## src/rtl/multicycle_control_if.sv

```systemverilog
// Bundle between the multi-cycle control sequencer and its datapath:
// decode inputs, memory handshake and all datapath control strobes.
interface multicycle_control_if #(
  parameter int CNT_W = 32
);
  logic [5:0]       opcode;
  logic             zero;
  logic             mem_ready;
  logic             mem_req;
  logic             mem_write;
  logic             i_or_d;
  logic             ir_write;
  logic             reg_dst;
  logic             mem_to_reg;
  logic             reg_write;
  logic             alu_src_a;
  logic [1:0]       alu_src_b;
  logic [1:0]       alu_op;
  logic [1:0]       pc_src;
  logic             pc_en;
  logic [3:0]       state;
  logic             illegal;
  logic [CNT_W-1:0] instr_count;

  modport master (
    input  opcode,
    input  zero,
    input  mem_ready,
    output mem_req,
    output mem_write,
    output i_or_d,
    output ir_write,
    output reg_dst,
    output mem_to_reg,
    output reg_write,
    output alu_src_a,
    output alu_src_b,
    output alu_op,
    output pc_src,
    output pc_en,
    output state,
    output illegal,
    output instr_count
  );

  modport slave (
    output opcode,
    output zero,
    output mem_ready,
    input  mem_req,
    input  mem_write,
    input  i_or_d,
    input  ir_write,
    input  reg_dst,
    input  mem_to_reg,
    input  reg_write,
    input  alu_src_a,
    input  alu_src_b,
    input  alu_op,
    input  pc_src,
    input  pc_en,
    input  state,
    input  illegal,
    input  instr_count
  );
endinterface

```

## src/rtl/multicycle_control.sv

```systemverilog
// Moore control sequencer for the multi-cycle MIPS datapath with a
// stalling memory port, retired-instruction counter and illegal flag.
module multicycle_control #(
  parameter int CNT_W = 32
) (
  input logic                  clk,
  input logic                  rst_n,
  multicycle_control_if.master bus
);

  localparam logic [3:0] FETCH  = 4'd0;
  localparam logic [3:0] DECODE = 4'd1;
  localparam logic [3:0] MEMADR = 4'd2;
  localparam logic [3:0] MEMRD  = 4'd3;
  localparam logic [3:0] MEMWB  = 4'd4;
  localparam logic [3:0] MEMWR  = 4'd5;
  localparam logic [3:0] EXEC   = 4'd6;
  localparam logic [3:0] ALUWB  = 4'd7;
  localparam logic [3:0] BRANCH = 4'd8;
  localparam logic [3:0] ADDIEX = 4'd9;
  localparam logic [3:0] ADDIWB = 4'd10;

  localparam logic [5:0] OP_R    = 6'd0;
  localparam logic [5:0] OP_BEQ  = 6'd4;
  localparam logic [5:0] OP_ADDI = 6'd8;
  localparam logic [5:0] OP_LW   = 6'd35;
  localparam logic [5:0] OP_SW   = 6'd43;

  localparam logic [CNT_W-1:0] CNT_ONE =
    {{(CNT_W-1){1'b0}}, 1'b1};

  logic [3:0]       state_q;
  logic [3:0]       state_d;
  logic             illegal_q;
  logic [CNT_W-1:0] cnt_q;

  logic is_lw;
  logic is_sw;
  logic is_r;
  logic is_beq;
  logic is_addi;
  logic bad_op;
  logic retire;

  logic       mem_req_c;
  logic       mem_write_c;
  logic       ir_write_c;
  logic       reg_write_c;
  logic       pc_en_c;
  logic       i_or_d_c;
  logic       reg_dst_c;
  logic       mem_to_reg_c;
  logic       alu_src_a_c;
  logic [1:0] alu_src_b_c;
  logic [1:0] alu_op_c;
  logic [1:0] pc_src_c;

  assign is_lw   = (bus.opcode == OP_LW);
  assign is_sw   = (bus.opcode == OP_SW);
  assign is_r    = (bus.opcode == OP_R);
  assign is_beq  = (bus.opcode == OP_BEQ);
  assign is_addi = (bus.opcode == OP_ADDI);
  assign bad_op  = !(is_lw || is_sw || is_r
                   || is_beq || is_addi);

  assign retire = (state_q == MEMWB)
               || (state_q == ALUWB)
               || (state_q == BRANCH)
               || (state_q == ADDIWB)
               || ((state_q == MEMWR) && bus.mem_ready);

  always_comb begin
    state_d = FETCH;
    unique case (state_q)
      FETCH:
        state_d = bus.mem_ready ? DECODE : FETCH;
      DECODE: begin
        unique case (1'b1)
          is_lw, is_sw: state_d = MEMADR;
          is_r:         state_d = EXEC;
          is_beq:       state_d = BRANCH;
          is_addi:      state_d = ADDIEX;
          default:      state_d = FETCH;
        endcase
      end
      MEMADR:
        state_d = is_lw ? MEMRD : MEMWR;
      MEMRD:
        state_d = bus.mem_ready ? MEMWB : MEMRD;
      MEMWR:
        state_d = bus.mem_ready ? FETCH : MEMWR;
      EXEC:    state_d = ALUWB;
      ADDIEX:  state_d = ADDIWB;
      default: state_d = FETCH;
    endcase
  end

  always_ff @(posedge clk or negedge rst_n) begin
    if (!rst_n) begin
      state_q   <= FETCH;
      illegal_q <= 1'b0;
      cnt_q     <= '0;
    end else begin
      state_q <= state_d;
      if ((state_q == DECODE) && bad_op)
        illegal_q <= 1'b1;
      if (retire)
        cnt_q <= cnt_q + CNT_ONE;
    end
  end

  always_comb begin
    mem_req_c    = 1'b0;
    mem_write_c  = 1'b0;
    ir_write_c   = 1'b0;
    reg_write_c  = 1'b0;
    pc_en_c      = 1'b0;
    i_or_d_c     = 1'b0;
    reg_dst_c    = 1'b0;
    mem_to_reg_c = 1'b0;
    alu_src_a_c  = 1'b0;
    alu_src_b_c  = 2'b00;
    alu_op_c     = 2'b00;
    pc_src_c     = 2'b00;
    case (state_q)
      FETCH: begin
        mem_req_c   = 1'b1;
        alu_src_b_c = 2'b01;
        ir_write_c  = bus.mem_ready;
        pc_en_c     = bus.mem_ready;
      end
      DECODE:
        alu_src_b_c = 2'b11;
      MEMADR, ADDIEX: begin
        alu_src_a_c = 1'b1;
        alu_src_b_c = 2'b10;
      end
      MEMRD: begin
        mem_req_c = 1'b1;
        i_or_d_c  = 1'b1;
      end
      MEMWB: begin
        reg_write_c  = 1'b1;
        mem_to_reg_c = 1'b1;
      end
      MEMWR: begin
        mem_req_c   = 1'b1;
        i_or_d_c    = 1'b1;
        mem_write_c = bus.mem_ready;
      end
      EXEC: begin
        alu_src_a_c = 1'b1;
        alu_op_c    = 2'b10;
      end
      ALUWB: begin
        reg_write_c = 1'b1;
        reg_dst_c   = 1'b1;
      end
      BRANCH: begin
        alu_src_a_c = 1'b1;
        alu_op_c    = 2'b01;
        pc_src_c    = 2'b01;
        pc_en_c     = bus.zero;
      end
      ADDIWB:
        reg_write_c = 1'b1;
      default: ;
    endcase
  end

  // Strobes are gated by rst_n so they drop the instant reset asserts.
  assign bus.mem_req     = mem_req_c & rst_n;
  assign bus.mem_write   = mem_write_c & rst_n;
  assign bus.ir_write    = ir_write_c & rst_n;
  assign bus.reg_write   = reg_write_c & rst_n;
  assign bus.pc_en       = pc_en_c & rst_n;
  assign bus.i_or_d      = i_or_d_c;
  assign bus.reg_dst     = reg_dst_c;
  assign bus.mem_to_reg  = mem_to_reg_c;
  assign bus.alu_src_a   = alu_src_a_c;
  assign bus.alu_src_b   = alu_src_b_c;
  assign bus.alu_op      = alu_op_c;
  assign bus.pc_src      = pc_src_c;
  assign bus.state       = state_q;
  assign bus.illegal     = illegal_q;
  assign bus.instr_count = cnt_q;

endmodule
```

## src/flat_wrapper.sv

```systemverilog
// flat-port wrapper written by rule: the top's interface ports become plain ports
module multicycle_control_flat 
#(
  parameter int CNT_W = 32
)
  (clk, rst_n, bus_opcode, bus_zero, bus_mem_ready, bus_mem_req, bus_mem_write, bus_i_or_d, bus_ir_write, bus_reg_dst, bus_mem_to_reg, bus_reg_write, bus_alu_src_a, bus_alu_src_b, bus_alu_op, bus_pc_src, bus_pc_en, bus_state, bus_illegal, bus_instr_count);
  multicycle_control_if #(.CNT_W(CNT_W)) bus_i ();
  input logic clk;
  input logic rst_n;
  input wire logic [$bits(bus_i.opcode)-1:0] bus_opcode;
  input wire logic [$bits(bus_i.zero)-1:0] bus_zero;
  input wire logic [$bits(bus_i.mem_ready)-1:0] bus_mem_ready;
  output wire logic [$bits(bus_i.mem_req)-1:0] bus_mem_req;
  output wire logic [$bits(bus_i.mem_write)-1:0] bus_mem_write;
  output wire logic [$bits(bus_i.i_or_d)-1:0] bus_i_or_d;
  output wire logic [$bits(bus_i.ir_write)-1:0] bus_ir_write;
  output wire logic [$bits(bus_i.reg_dst)-1:0] bus_reg_dst;
  output wire logic [$bits(bus_i.mem_to_reg)-1:0] bus_mem_to_reg;
  output wire logic [$bits(bus_i.reg_write)-1:0] bus_reg_write;
  output wire logic [$bits(bus_i.alu_src_a)-1:0] bus_alu_src_a;
  output wire logic [$bits(bus_i.alu_src_b)-1:0] bus_alu_src_b;
  output wire logic [$bits(bus_i.alu_op)-1:0] bus_alu_op;
  output wire logic [$bits(bus_i.pc_src)-1:0] bus_pc_src;
  output wire logic [$bits(bus_i.pc_en)-1:0] bus_pc_en;
  output wire logic [$bits(bus_i.state)-1:0] bus_state;
  output wire logic [$bits(bus_i.illegal)-1:0] bus_illegal;
  output wire logic [$bits(bus_i.instr_count)-1:0] bus_instr_count;
  assign bus_i.opcode = bus_opcode;
  assign bus_i.zero = bus_zero;
  assign bus_i.mem_ready = bus_mem_ready;
  assign bus_mem_req = bus_i.mem_req;
  assign bus_mem_write = bus_i.mem_write;
  assign bus_i_or_d = bus_i.i_or_d;
  assign bus_ir_write = bus_i.ir_write;
  assign bus_reg_dst = bus_i.reg_dst;
  assign bus_mem_to_reg = bus_i.mem_to_reg;
  assign bus_reg_write = bus_i.reg_write;
  assign bus_alu_src_a = bus_i.alu_src_a;
  assign bus_alu_src_b = bus_i.alu_src_b;
  assign bus_alu_op = bus_i.alu_op;
  assign bus_pc_src = bus_i.pc_src;
  assign bus_pc_en = bus_i.pc_en;
  assign bus_state = bus_i.state;
  assign bus_illegal = bus_i.illegal;
  assign bus_instr_count = bus_i.instr_count;
  multicycle_control #(.CNT_W(CNT_W)) u_core (.clk(clk), .rst_n(rst_n), .bus(bus_i));
endmodule
```

## config.mk

```make
export PLATFORM = sky130hd
export DESIGN_NAME = multicycle_control_flat
export DESIGN_NICKNAME = d
export VERILOG_FILES = /design/src/rtl/multicycle_control_if.sv /design/src/rtl/multicycle_control.sv /design/src/flat_wrapper.sv
export SDC_FILE = /design/constraint.sdc
export NUM_CORES = 1
export LEC_CHECK = 0
export ABC_AREA = 1
export CORE_UTILIZATION = 53
export CTS_CLUSTER_DIAMETER = 30
export DETAILED_ROUTE_END_ITERATION = 10
export HOLD_SLACK_MARGIN = 0.05
export PLACE_DENSITY = 0.86
export SYNTH_ARGS = -nofsm -noshare
export SYNTH_HDL_FRONTEND = slang
export SYNTH_SLANG_ARGS = --single-unit
```

## constraint.sdc

```tcl
create_clock -name clk -period 4.1 [get_ports clk]
set_input_delay 0.82 -clock clk [delete_from_list [all_inputs] [get_ports clk]]
set_output_delay 0.82 -clock clk [all_outputs]
set_load 0.02 [all_outputs]
```

==> out/results.ini <==
[outcome]
status=completed

[detailed_routing]
dr.pass1.iters=4
drtAntennaViolNets=0
drc=0
routedWlPerCell_um=11.6
detail_route.vias_per_cell=5.19
vias=2470
wl_um=5520
drtIter0Drc=129

[sta]
timing.final.crit_share=0.777
hold_slack_ps=345
setup_violations=0
max-slew-margin-rel=0.460
fin_skew_ps=5.48
rsz0062_at_grt=no
setup_tns_ps=0
worstMarginPinSlew_ps=807
period_needed_ps=3180
fmax_mhz=314
hold_viol_final=0
slew_viol_final=0

[yosys]
synthFlopType=dfrtp_1
synthArstFlopShare=1.00
synthTopCellsByCount=nand2_1 (128), inv_1 (50), nor2_1 (40)
synth_area_leader_cell=dfrtp_1
syn_avg_cell_area_um2=6.64
yosysMostFrequentCell=nand2_1
synth_top_area_frac=0.383
ys_seq_area_frac=0.383
synth_edf_count=0
syn_inst=364
synth_area_um2=2420
ys_types=26
ys_ff_latch=37
synth_fp_nets=375
synthTopCellsByArea=dfrtp_1 (38%), nand2_1 (20%), inv_1 (7.8%)
yosysWarningCount=0

[die]
die-area_um2=4840
core_area_um2=4380
rows=24
initial_core_util=0.552
die_height_um=69.6
die_x_um=69.6
ioPinCount=62

[cts]
clock_latency_ps=290
cts_tree=built
cts_root_buf=clkbuf_8
h-tree-depth=2
ctsResizeCount=0
clock_sinks=37
clockBufferDepth=2
clk_pin_slew_worst_paths_ps=70
post_cts_buffers=0
numCtsBuffers=5
cts-hold-fix-buffers=0

[worst_setup_path]
r2r-end=u_core.bus.instr_count[24]$_DFFE_PN0P_
path_class=input pin to primary output
path_max_fanout=4
cp-end-kind=primary output
crit_path_start_kind=input pin
reg2regPathDepth=8
r2r_slack_ps=1960
r2r-start=u_core.bus.instr_count[0]$_DFFE_PN0P_
crit_required_ps=3280
cp_data_arrival_time_ps=2360

[final_layout]
fin_util=0.707
fin_nets=434
layout-drive-gt1-share=0.0519
area.growth.synth_to_final_pct=28.1
nFillCells=370
antenna_cells_inserted=0
fin_cells=476

[global_routing]
grt_overflow_total=0
grt_pass1_vias=2253
antenna_found_initial=0
grt_pass1_wl_um=9430
groute.usage.overall=0.240
grt_max_degree=60

[power_and_ir_drop]
peakVddDrop_v=0.000154
p_per_area_nw_per_um2=303
leakagePower_nw=1.42

[placed_design]
place_inst=468
gp_congestion=0.891
io_buffer_count=60
dp_hpwl_um=4140

[worst_hold_path]
hold_class=input pin to asynchronous set/reset pin

[run]
cap_violations=0

-- cell families (layout without fill, tap and decap cells) --
group / after synthesis / in the layout / share of synthesized area
compound gates: 14 / 14 / 0.0295
fa+ha+maj: 1 / 1 / 0.00517
flops: 37 / 37 / 0.383
simple gates: 240 / 240 / 0.439
other cells: 1 / 1 / 0.00155
xor+xnor: 8 / 8 / 0.0290
buf+inv: 63 / 123 / 0.113
-- how the worst max path moves through the flow --
stage                           end  depth (start not counted)                     startpoint  slack, ps
after floorplan           bus_pc_en                          5  u_core.bus.state[1]$_DFF_PN0_       1870
after global placement    bus_pc_en                          4                  bus_mem_ready       1040
after detailed placement  bus_pc_en                          4                  bus_mem_ready        970
after CTS                 bus_pc_en                          4                  bus_mem_ready        950
after global routing      bus_pc_en                          4                  bus_mem_ready        830
final                     bus_pc_en                          4                  bus_mem_ready        920
-- critical path, stage by stage --
cell             delay, ps
clkdlybuf4s50_1        530
nand3_1                150
a21oi_1                230
clkdlybuf4s50_1        630
-- layout by cell type, fill, tap and decap left out, drive strengths merged, types with 2 or more instances in the layout --
cell type	Yosys	final
nand3b	8	8
inv	53	53
a21oi	5	5
o21ai	8	8
nor3	2	2
clkinv	1	3
clkdlybuf4s50	0	59
xor2	5	5
nand2	129	129
nand4	21	21
dfrtp	37	37
nand3	31	31
buf	9	2
xnor2	3	3
clkbuf	0	6
nor2	48	48
-- where the power goes --
part	switching [mW]	internal, mW	leakage, nW
sequential	0.0378	0.392	0.502
combinational	0.154	0.108	0.869
clock	0.131	0.118	0.0450
-- cell type report --
cell class	count	area, µm²	share of cell area
clock buffers	6	72.6	0.0234
clock inverters	2	10.0	0.00323
inverters	54	203	0.0654
multi-input cells	264	1220	0.393
flip-flops and latches	37	926	0.299
well taps	52	65.1	0.0210
repair buffers	61	603	0.195
-- through the flow --
stage / setup slack, ps / area [µm²] / total power [mW]
floorplan: 1870 / 2420 / 0.595
global placement: 1040 / 3020 / 0.693
detailed placement: 966 / 3020 / 0.699
CTS: 947 / 3100 / 0.949
global route: 830 / 3100 / 0.992
finish: 916 / 3100 / 0.940
-- sequential cells by signal, summed over array words and instances, names as in the netlist --
name	count
u_core.bus.illegal	1
u_core.bus.state	4
u_core.bus.instr_count	32
-- metal layers --
metal | vias to the layer above | global-route usage | wire [µm]
li1 | 1252 | - | -
met1 | 1146 | 0.302 | 2520
met2 | 64 | 0.401 | 2680
met3 | 8 | 0.0509 | 246
met4 | 0 | 0.0952 | 79
met5 | - | 0 | 0
Note: power is estimated with default switching activity, not from simulation.
